File: src/rtl/hls_seq_pkg.sv
// rtl/hls_seq_pkg.sv - shared state type and slave-bus lane helpers for the kernel run sequencer
package hls_seq_pkg;

  typedef enum logic [3:0] {
    ST_IDLE,
    ST_LOAD_REQ,
    ST_LOAD_WAIT,
    ST_START,
    ST_RUN,
    ST_READ_REQ,
    ST_READ_WAIT,
    ST_READ_OUT,
    ST_STATUS
  } seq_state_e;

  localparam int ACCESS_SIZE_BITS = 8;

  function automatic int lane_lsb(input int lane, input int width);
    return lane * width;
  endfunction

endpackage

File: src/rtl/hls_slave_access.sv
// rtl/hls_slave_access.sv - single-outstanding access engine driving lane 0 of the kernel slave port
module hls_slave_access
  import hls_seq_pkg::*;
#(
  parameter int CHANNELS = 2,
  parameter int ADDR_W   = 7,
  parameter int DATA_W   = 8,
  parameter int SIZE_W   = 4
) (
  input  logic                       clock,
  input  logic                       reset,
  input  logic                       req,
  input  logic                       we,
  input  logic [ADDR_W-1:0]          addr,
  input  logic [DATA_W-1:0]          wdata,
  output logic                       ready,
  output logic                       done,
  output logic [DATA_W-1:0]          rdata,
  output logic [CHANNELS-1:0]        S_oe_ram,
  output logic [CHANNELS-1:0]        S_we_ram,
  output logic [CHANNELS*ADDR_W-1:0] S_addr_ram,
  output logic [CHANNELS*DATA_W-1:0] S_Wdata_ram,
  output logic [CHANNELS*SIZE_W-1:0] S_data_ram_size,
  input  logic [CHANNELS*DATA_W-1:0] Sout_Rdata_ram,
  input  logic [CHANNELS-1:0]        Sout_DataRdy
);

  localparam int ADDR_LSB = lane_lsb(0, ADDR_W);
  localparam int DATA_LSB = lane_lsb(0, DATA_W);
  localparam int SIZE_LSB = lane_lsb(0, SIZE_W);

  logic pending_q, pending_d;
  logic issue;

  // DataRdy only counts once the request cycle is over, so it is gated by pending_q.
  assign issue = req & ~pending_q;
  assign ready = ~pending_q;
  assign done  = pending_q & Sout_DataRdy[0];
  assign rdata = Sout_Rdata_ram[DATA_LSB +: DATA_W];

  always_comb begin
    pending_d = pending_q;
    if (issue) begin
      pending_d = 1'b1;
    end else if (done) begin
      pending_d = 1'b0;
    end
  end

  always_comb begin
    S_oe_ram        = '0;
    S_we_ram        = '0;
    S_addr_ram      = '0;
    S_Wdata_ram     = '0;
    S_data_ram_size = '0;
    if (issue) begin
      S_oe_ram[0]                           = ~we;
      S_we_ram[0]                           = we;
      S_addr_ram[ADDR_LSB +: ADDR_W]        = addr;
      S_Wdata_ram[DATA_LSB +: DATA_W]       = we ? wdata : '0;
      S_data_ram_size[SIZE_LSB +: SIZE_W]   = SIZE_W'(ACCESS_SIZE_BITS);
    end
  end

  always_ff @(posedge clock) begin
    if (reset) begin
      pending_q <= 1'b0;
    end else begin
      pending_q <= pending_d;
    end
  end

  if (CHANNELS > 1) begin : g_unused_lanes
    logic unused_lanes;
    assign unused_lanes = ^{Sout_Rdata_ram[CHANNELS*DATA_W-1:DATA_W], Sout_DataRdy[CHANNELS-1:1]};
  end

endmodule

File: src/rtl/hls_kernel_run_sequencer.sv
// rtl/hls_kernel_run_sequencer.sv - load, start, time, read back and report one HLS kernel run per command
module hls_kernel_run_sequencer
  import hls_seq_pkg::*;
#(
  parameter int          CHANNELS = 2,
  parameter int          ADDR_W   = 7,
  parameter int          DATA_W   = 8,
  parameter int          SIZE_W   = 4,
  parameter int          LEN_W    = 8,
  parameter int          CYC_W    = 32,
  parameter int unsigned TIMEOUT  = 200000000
) (
  input  logic                       clock,
  input  logic                       reset,
  input  logic                       cmd_valid,
  output logic                       cmd_ready,
  input  logic [ADDR_W-1:0]          cmd_ld_base,
  input  logic [LEN_W-1:0]           cmd_ld_len,
  input  logic [ADDR_W-1:0]          cmd_rd_base,
  input  logic [LEN_W-1:0]           cmd_rd_len,
  input  logic                       ld_valid,
  input  logic [DATA_W-1:0]          ld_data,
  output logic                       ld_ready,
  output logic                       rd_valid,
  output logic [DATA_W-1:0]          rd_data,
  input  logic                       rd_ready,
  output logic                       acc_start_port,
  input  logic                       acc_done_port,
  output logic [CHANNELS-1:0]        S_oe_ram,
  output logic [CHANNELS-1:0]        S_we_ram,
  output logic [CHANNELS*ADDR_W-1:0] S_addr_ram,
  output logic [CHANNELS*DATA_W-1:0] S_Wdata_ram,
  output logic [CHANNELS*SIZE_W-1:0] S_data_ram_size,
  input  logic [CHANNELS*DATA_W-1:0] Sout_Rdata_ram,
  input  logic [CHANNELS-1:0]        Sout_DataRdy,
  output logic                       stat_valid,
  output logic [CYC_W-1:0]           stat_cycles,
  output logic                       stat_timeout,
  output logic                       busy
);

  if (TIMEOUT == 0 || (CYC_W < 64 && 64'(TIMEOUT) >= (64'd1 << CYC_W))) begin : g_timeout_check
    $error("TIMEOUT must be nonzero and fit in CYC_W bits");
  end

  localparam logic [CYC_W-1:0] TIMEOUT_C = CYC_W'(TIMEOUT);

  seq_state_e        state_q, state_d, after_run;
  logic [ADDR_W-1:0] ld_base_q, ld_base_d, rd_base_q, rd_base_d;
  logic [LEN_W-1:0]  ld_len_q, ld_len_d, rd_len_q, rd_len_d, idx_q, idx_d, idx_inc;
  logic [CYC_W-1:0]  cyc_q, cyc_d, cyc_inc, stat_cycles_q, stat_cycles_d;
  logic              stat_timeout_q, stat_timeout_d;
  logic [DATA_W-1:0] rd_data_q, rd_data_d;

  logic              acc_req, acc_we, acc_ready, acc_done;
  logic [ADDR_W-1:0] acc_addr;
  logic [DATA_W-1:0] acc_wdata, acc_rdata;

  always_comb begin
    state_d        = state_q;
    ld_base_d      = ld_base_q;
    rd_base_d      = rd_base_q;
    ld_len_d       = ld_len_q;
    rd_len_d       = rd_len_q;
    idx_d          = idx_q;
    cyc_d          = cyc_q;
    stat_cycles_d  = stat_cycles_q;
    stat_timeout_d = stat_timeout_q;
    rd_data_d      = rd_data_q;
    acc_req        = 1'b0;
    acc_we         = 1'b0;
    acc_addr       = '0;
    acc_wdata      = '0;
    idx_inc        = idx_q + LEN_W'(1);
    cyc_inc        = (cyc_q == '1) ? cyc_q : cyc_q + CYC_W'(1);
    after_run      = (rd_len_q == '0) ? ST_STATUS : ST_READ_REQ;
    case (state_q)
      ST_IDLE: begin
        if (cmd_valid) begin
          ld_base_d      = cmd_ld_base;
          rd_base_d      = cmd_rd_base;
          ld_len_d       = cmd_ld_len;
          rd_len_d       = cmd_rd_len;
          idx_d          = '0;
          stat_cycles_d  = '0;
          stat_timeout_d = 1'b0;
          state_d        = (cmd_ld_len == '0) ? ST_START : ST_LOAD_REQ;
        end
      end
      ST_LOAD_REQ: begin
        acc_we    = 1'b1;
        acc_addr  = ld_base_q + ADDR_W'(idx_q);
        acc_wdata = ld_data;
        acc_req   = ld_valid;
        if (ld_valid && acc_ready) state_d = ST_LOAD_WAIT;
      end
      ST_LOAD_WAIT: begin
        if (acc_done) begin
          idx_d   = idx_inc;
          state_d = (idx_inc == ld_len_q) ? ST_START : ST_LOAD_REQ;
        end
      end
      ST_START: begin
        // The start cycle itself counts as cycle 1.
        cyc_d = CYC_W'(1);
        idx_d = '0;
        if (acc_done_port) begin
          stat_cycles_d = CYC_W'(1);
          state_d       = after_run;
        end else begin
          state_d = ST_RUN;
        end
      end
      ST_RUN: begin
        cyc_d = cyc_inc;
        if (acc_done_port) begin
          stat_cycles_d = cyc_inc;
          state_d       = after_run;
        end else if (cyc_inc >= TIMEOUT_C) begin
          stat_cycles_d  = TIMEOUT_C;
          stat_timeout_d = 1'b1;
          state_d        = ST_STATUS;
        end
      end
      ST_READ_REQ: begin
        acc_req  = 1'b1;
        acc_addr = rd_base_q + ADDR_W'(idx_q);
        if (acc_ready) state_d = ST_READ_WAIT;
      end
      ST_READ_WAIT: begin
        if (acc_done) begin
          rd_data_d = acc_rdata;
          state_d   = ST_READ_OUT;
        end
      end
      ST_READ_OUT: begin
        if (rd_ready) begin
          idx_d   = idx_inc;
          state_d = (idx_inc == rd_len_q) ? ST_STATUS : ST_READ_REQ;
        end
      end
      ST_STATUS: state_d = ST_IDLE;
      default:   state_d = ST_IDLE;
    endcase
  end

  always_ff @(posedge clock) begin
    if (reset) begin
      state_q        <= ST_IDLE;
      ld_base_q      <= '0;
      rd_base_q      <= '0;
      ld_len_q       <= '0;
      rd_len_q       <= '0;
      idx_q          <= '0;
      cyc_q          <= '0;
      stat_cycles_q  <= '0;
      stat_timeout_q <= 1'b0;
      rd_data_q      <= '0;
    end else begin
      state_q        <= state_d;
      ld_base_q      <= ld_base_d;
      rd_base_q      <= rd_base_d;
      ld_len_q       <= ld_len_d;
      rd_len_q       <= rd_len_d;
      idx_q          <= idx_d;
      cyc_q          <= cyc_d;
      stat_cycles_q  <= stat_cycles_d;
      stat_timeout_q <= stat_timeout_d;
      rd_data_q      <= rd_data_d;
    end
  end

  hls_slave_access #(
    .CHANNELS(CHANNELS),
    .ADDR_W  (ADDR_W),
    .DATA_W  (DATA_W),
    .SIZE_W  (SIZE_W)
  ) u_slave_access (
    .clock          (clock),
    .reset          (reset),
    .req            (acc_req),
    .we             (acc_we),
    .addr           (acc_addr),
    .wdata          (acc_wdata),
    .ready          (acc_ready),
    .done           (acc_done),
    .rdata          (acc_rdata),
    .S_oe_ram       (S_oe_ram),
    .S_we_ram       (S_we_ram),
    .S_addr_ram     (S_addr_ram),
    .S_Wdata_ram    (S_Wdata_ram),
    .S_data_ram_size(S_data_ram_size),
    .Sout_Rdata_ram (Sout_Rdata_ram),
    .Sout_DataRdy   (Sout_DataRdy)
  );

  assign cmd_ready      = (state_q == ST_IDLE);
  assign busy           = (state_q != ST_IDLE);
  assign ld_ready       = (state_q == ST_LOAD_REQ) & acc_ready;
  assign rd_valid       = (state_q == ST_READ_OUT);
  assign rd_data        = rd_data_q;
  assign acc_start_port = (state_q == ST_START);
  assign stat_valid     = (state_q == ST_STATUS);
  assign stat_cycles    = stat_cycles_q;
  assign stat_timeout   = stat_timeout_q;

endmodule

File: config.mk
export PLATFORM = sky130hd
export DESIGN_NAME = hls_kernel_run_sequencer
export DESIGN_NICKNAME = d
export VERILOG_FILES = /design/src/rtl/hls_seq_pkg.sv /design/src/rtl/hls_slave_access.sv /design/src/rtl/hls_kernel_run_sequencer.sv
export SDC_FILE = /design/constraint.sdc
export NUM_CORES = 1
export LEC_CHECK = 0
export ABC_AREA = 1
export CAP_MARGIN = 20
export CORE_UTILIZATION = 51
export DETAILED_ROUTE_END_ITERATION = 8
export GPL_TIMING_DRIVEN = 0
export PLACE_DENSITY = 0.81
export SYNTH_ARGS = -nofsm -noshare
export SYNTH_HDL_FRONTEND = slang
export SYNTH_SLANG_ARGS = --single-unit
File: constraint.sdc
create_clock -name clock -period 3.13 [get_ports clock]
set_clock_uncertainty 0.15 [all_clocks]
set_input_delay 0.626 -clock clock [delete_from_list [all_inputs] [get_ports clock]]
set_output_delay 0.626 -clock clock [all_outputs]
set_load 0.02 [all_outputs]
Word level (Yosys, flattened, before mapping). Index checks and enable logic that the tools add are counted.

Add/subtract/negate cells: 4. $mul: 0. Divide/modulo/power cells: 0. Magnitude comparators: 1. Eq/ne operators: 21. Shift-type cells: 0. Muxes and demuxes: 41. Bitwise operators: 5. Reductions and logical operators: 16.

Operator list (number): 32-bit 2-to-1 mux (5); 32-bit case mux with 3 select lines (1); 32-bit case mux with 2 select lines (1); 4-bit 2-to-1 mux (12); 8-bit 2-to-1 mux (6); 32-bit by 1-bit adder with 32-bit output, second input constant (1); 32-bit equality test, second input constant (1); 32-bit by 28-bit >= comparator with 1-bit output, second input constant (1); 4-bit case mux with 8 select lines (1); 8-bit case mux with 4 select lines (1); 4-bit by 3-bit equality test with 1-bit output, second input constant (4); 8-bit equality test (2); 8-bit logical NOT (2); 7-bit adder (2); 2-bit inequality test, second input constant (7); 7-bit case mux with 2 select lines (1); 4-bit AND reduction (3); 8-bit by 1-bit adder with 8-bit output, second input constant (1); 4-bit by 2-bit equality test with 1-bit output, second input constant (2); 1-bit 2-to-1 mux (8); 4-bit nonzero test (2); 7-bit 2-to-1 mux (1); 7-bit AND reduction (1); 2-bit nonzero test (3); other kinds (12) (19).

Bits in registers: 116. Bits in latches: 0. Bits in writable memories: 0. Memory bits (read-only): 0. Bits of input ports: 62. Output and inout bits: 89. Logic and storage cells: 99. Memories kept: 0.

Depth between registers and ports, before layout.
Word-level depth: 6. Mapped depth: 20. Mapped depth without buffers: 19.

Modules after synthesis. Synthesis repeated with hierarchy kept, for this count alone.

Cell total of the unflattened synthesis: 1119. Area total of the unflattened synthesis: 7076.8 um^2.

Modules (own cells, without submodules): hls_kernel_run_sequencer (instances 1, cells each 1040, area an instance 6623.9 um^2, seq. area each 2302.2 um^2); hls_slave_access (instances 1, cells each 79, area an instance 452.9 um^2, seq. area each 20.0 um^2).

Least setup slack after synthesis. OpenSTA, ideal clock, no wires.

Kind: reg-to-output. From: register state_q[2]. To: output port S_addr_ram[6]. Arrival: 2.433 ns. Required time: 2.354 ns. Path slack: -0.079 ns. Cell stages (with the launch flop): 16. Path buffers: 1. Cell sequence: dfxtp_1 -> inv_1 -> nor2_1 -> nand2_1 -> clkbuf_1 -> nand2_1 -> o21ai_0 -> ha_1 -> inv_1 -> fa_1 -> nor2_1 -> a211oi_1 -> o21ai_0 -> a21oi_1 -> o21ai_0 -> a21oi_1.

Word-level cells in the longest chain between the ends: 4. Elaborated cells between the ends (all ways): 6. Classes of those cells: eq/ne (2); mux (3); bitwise (1).

Ends and longest elaborated chain: start: declaration (RTL line hls_kernel_run_sequencer.sv:48) `seq_state_e state_q, state_d, after_run;`; start signal: assignment (RTL line hls_kernel_run_sequencer.sv:160) `state_q <= state_d;`; 4-bit by 3-bit equality test with 1-bit output / 4-bit by 1-bit equality test with 1-bit output (equally long branches) (RTL line hls_kernel_run_sequencer.sv:77) `case (state_q)`; 1-bit case mux with 2 select lines (RTL line hls_kernel_run_sequencer.sv:77); 1-bit AND (RTL line hls_slave_access.sv:36) `assign issue = req & ~pending_q;`; 7-bit 2-to-1 mux * (RTL line hls_slave_access.sv:56) `if (issue) begin`; end: declaration (RTL line hls_kernel_run_sequencer.sv:31) `output logic [CHANNELS*ADDR_W-1:0] S_addr_ram,`.

Mark *: on every way between the ends. The rest lies on a longest branch, timed or not.

Final worst setup path. Same ends and word-level chain as after synthesis.

==> flow_summary.toml <==
[power_and_ir_drop]
leakagePower_nw = 3.657
p_int_mw = 3.651
clock_power_share = 0.321
switchingPower_mw = 2.224
p_comb_frac = 0.375
power_frac_seq = 0.304
p_per_area_nw_per_um2 = 643.4
ir_drop_v = 0.0006615
swShare = 0.3786

[placed_design]
dpl.hpwl_um = 15930
gp_congestion = 0.9772
placement.io_buffers = 116

[cells_and_area]
layout.nets = 1318
fill_cells = 1075
drive_gt1_frac = 0.1333
diodes = 0
syn_to_final_growth_pct = 34.53

[timing]
setup-tns-final_ps = -983.9
timing.final.crit_share = 1.095
max_freq_mhz = 291.8
finalHoldViolCount = 0
finalSetupViolations = 5
slew_headroom = 0.4585
tightest_slew_ps = 809.2
rsz0062_at_grt = "yes"
finalWorstSetupSlack_ps = -297.5
period_needed_ps = 3428
whs_ps = 308.0
maxSlewViolCount = 0

[clocking]
cts_sinks = 116
clk_pin_slew_ps = 60
clk_latency_ps = 430
cts_tree = "yes"
cts_root_buf = "clkbuf_16"
htreeDepth = 4
cts_made_buffers = 17
ctsHoldBuffers = 0
clockBufferDepth = 2

[run]
maxCapViolations = 0

[floorplan]
die_x_um = 117.4
start_util = 0.5313
placementRows = 41
ioPinCount = 151
dieArea_um2 = 13770
core_area_um2 = 12770
dieHeight_um = 117.4

[grt]
grt_pass1_vias = 7157
overflow = 0
grt_pass1_wl_um = 35160
antenna_found_initial = 0
grt_start_max_net_pins = 17
grt_usage = 0.3205

[yosys]
yosysTopAreaCellShare = 0.3422
yosys_warnings = 0
synth_edf_count = 0
synth_area_leader_cell = "dfxtp_1"
ys_types = 40
synth_area_um2 = 6787
synth_cells = 1066
ys.flop_type = "dfxtp_1"
async_flop_share = 0
yosys_register_bits = 116
synthTopCellsByCount = "nand2_1, nor2_1, dfxtp_1, a21oi_1, inv_1"
yosysMostFrequentCell = "nand2_1"
yosysSeqAreaShare = 0.3422
synth.avg_cell_area_um2 = 6.366
yosys-top-cells-area = "dfxtp_1, nand2_1, nor2_1, a21oi_1, nand3_1"

[route]
drt_iter0_markers = 585
wl_per_cell_um = 15.45
routed_wirelength_um = 22130
viasPerCell = 5.296
drt_drc_violations_left = 0
vias = 7584
ant_nets = 0
drtPass1Iterations = 5

[setup_path]
start_kind = "flop"
arrival_ps = 2650
cp_max_fo = 8
critical_path_class = "reg -> out"
cp.required_ps = 2350
cp-end-kind = "output port"

[outcome]
status = "complete, but fails checks"
violations = "negative setup slack"

[hold_path]
hold_class = "reg -> reg"
==> worst paths after layout <==
kind / end / slack (ps) / start / cells past startpoint
max: S_addr_ram[6] / -300 / state_q[2]$_SDFFE_PP0P_ / 15
min: rd_data[6]$_SDFFE_PP0P_ / 310 / rd_data[6]$_SDFFE_PP0P_ / 2
max reg2reg: stat_cycles[13]$_SDFFE_PP0P_ / 40 / cyc_q[0]$_SDFFE_PP0P_ / 19
min reg2reg: rd_data[6]$_SDFFE_PP0P_ / 310 / rd_data[6]$_SDFFE_PP0P_ / 2
==> sequential cells by signal, summed over array words and instances (netlist names) <==
signal and count:
u_slave_access.pending_q 1, stat_timeout 1, stat_cycles 32, rd_base_q 7
ld_len_q 8, rd_len_q 8, idx_q 8, rd_data 8
cyc_q 32, state_q 4, ld_base_q 7
==> cell type report <==
class	count	area, um^2	share of cell area
plain buffers	66	397.9	0.04358
clock buffers	19	432.9	0.04742
clock inverters	13	136.4	0.01494
inverters	97	366.6	0.04015
multi-input cells	811	3929	0.4303
flip-flops and latches	116	2342	0.2565
well taps	172	215.2	0.02357
repair buffers	138	1310	0.1435
==> cells in the final DEF (no fill, tap or decap), types with 3 or more instances in the layout <==
master           netlist  layout
buf_4                 25      48
buf_6                  3       6
clkinv_4               0       3
nand3_1               75      75
ha_1                   8       5
nand2_4                2       4
nand3b_1               3       3
clkbuf_2               0       3
dfxtp_4                0       4
o22ai_1                3       3
dfxtp_1              116     108
o21ai_2                0       3
o21ai_0               57      49
clkinv_2               0       4
inv_2                  2       5
clkdlybuf4s15_1        0       3
a21oi_1               97      95
nor2_2                 5      10
nor2_4                 3       5
dlygate4sd2_1          0       3
inv_1                 94      90
nor2_1               136     129
dfxtp_2                0       4
nor3_1                 7       7
a21oi_2               10      12
clkbuf_1              36      36
buf_2                  1       3
conb_1                 1      24
clkdlybuf4s50_1        0      99
nand2_1              314     310
clkbuf_16              0      17
xnor2_1                8       8
xor2_1                14      14
nand4_1                9       9
clkinvlp_4             0       4
nand2_2               15      17
o21ai_1                0       5
==> logic make-up after synthesis <==
kind of cell	share of synthesized area
AOI/OAI and AO/OA	0.1447
other	0.0005526
and+or+nand+nor	0.3566
DFF	0.3422
adders and majority gates	0.01770
xor gates and xnor gates	0.02839
buffers and inverters	0.1099
==> power by group through the flow <==
stage	sequential [mW]	combinational [mW]	clock (mW)
floorplan	1.83	1.35	0
finish	1.78	2.21	1.88
global placement	1.79	2.00	0
detailed placement	1.80	2.01	0
global route	1.80	2.41	1.98
CTS	1.77	2.12	1.90
==> repair_timing <==
action / 4_1_cts / 5_1_grt
hold endpoints to repair: 0 / 0
pin swaps: 15 / 20
gates resized for setup: 77 / 34
cloned: 0 / 1
buffers inserted: 13 / 9
endpoints found under the setup margin: 49 / 47
==> critical path: stages (launching register included) <==
cell	delay, ps
dfxtp_4	360
inv_4	40
nor2_4	110
nand2_4	100
buf_8	150
o21ai_2	110
ha_2	180
inv_2	40
fa_2	350
nor2_2	140
a211oi_2	60
o21ai_1	170
a21oi_2	90
o21ai_1	150
a21oi_2	50
buf_6	130
==> through the flow <==
| step | power, mW | worst slack (ps) | cell area, um^2 | util | cells |
|---|---|---|---|---|---|
| after floorplan | 3.182 | 34.40 | 6882 | - | 1089 |
| after global placement | 3.790 | -925.6 | 8258 | 0.6465 | 1377 |
| after detailed placement | 3.810 | -939.3 | 8258 | 0.6465 | 1377 |
| after CTS | 5.796 | -329.8 | 8984 | 0.7033 | 1422 |
| after global routing | 6.188 | -436.3 | 9130 | 0.7148 | 1432 |
| final | 5.875 | -297.5 | 9130 | 0.7148 | 1432 |
==> per-layer routing <==
metal	up-vias	track usage	share of wire
li1	3745	-	-
met1	3417	0.3789	0.41
met2	349	0.5263	0.47
met3	73	0.07733	0.076
met4	0	0.1891	0.044
met5	-	0	0
Power figures use the tool's default switching activity.
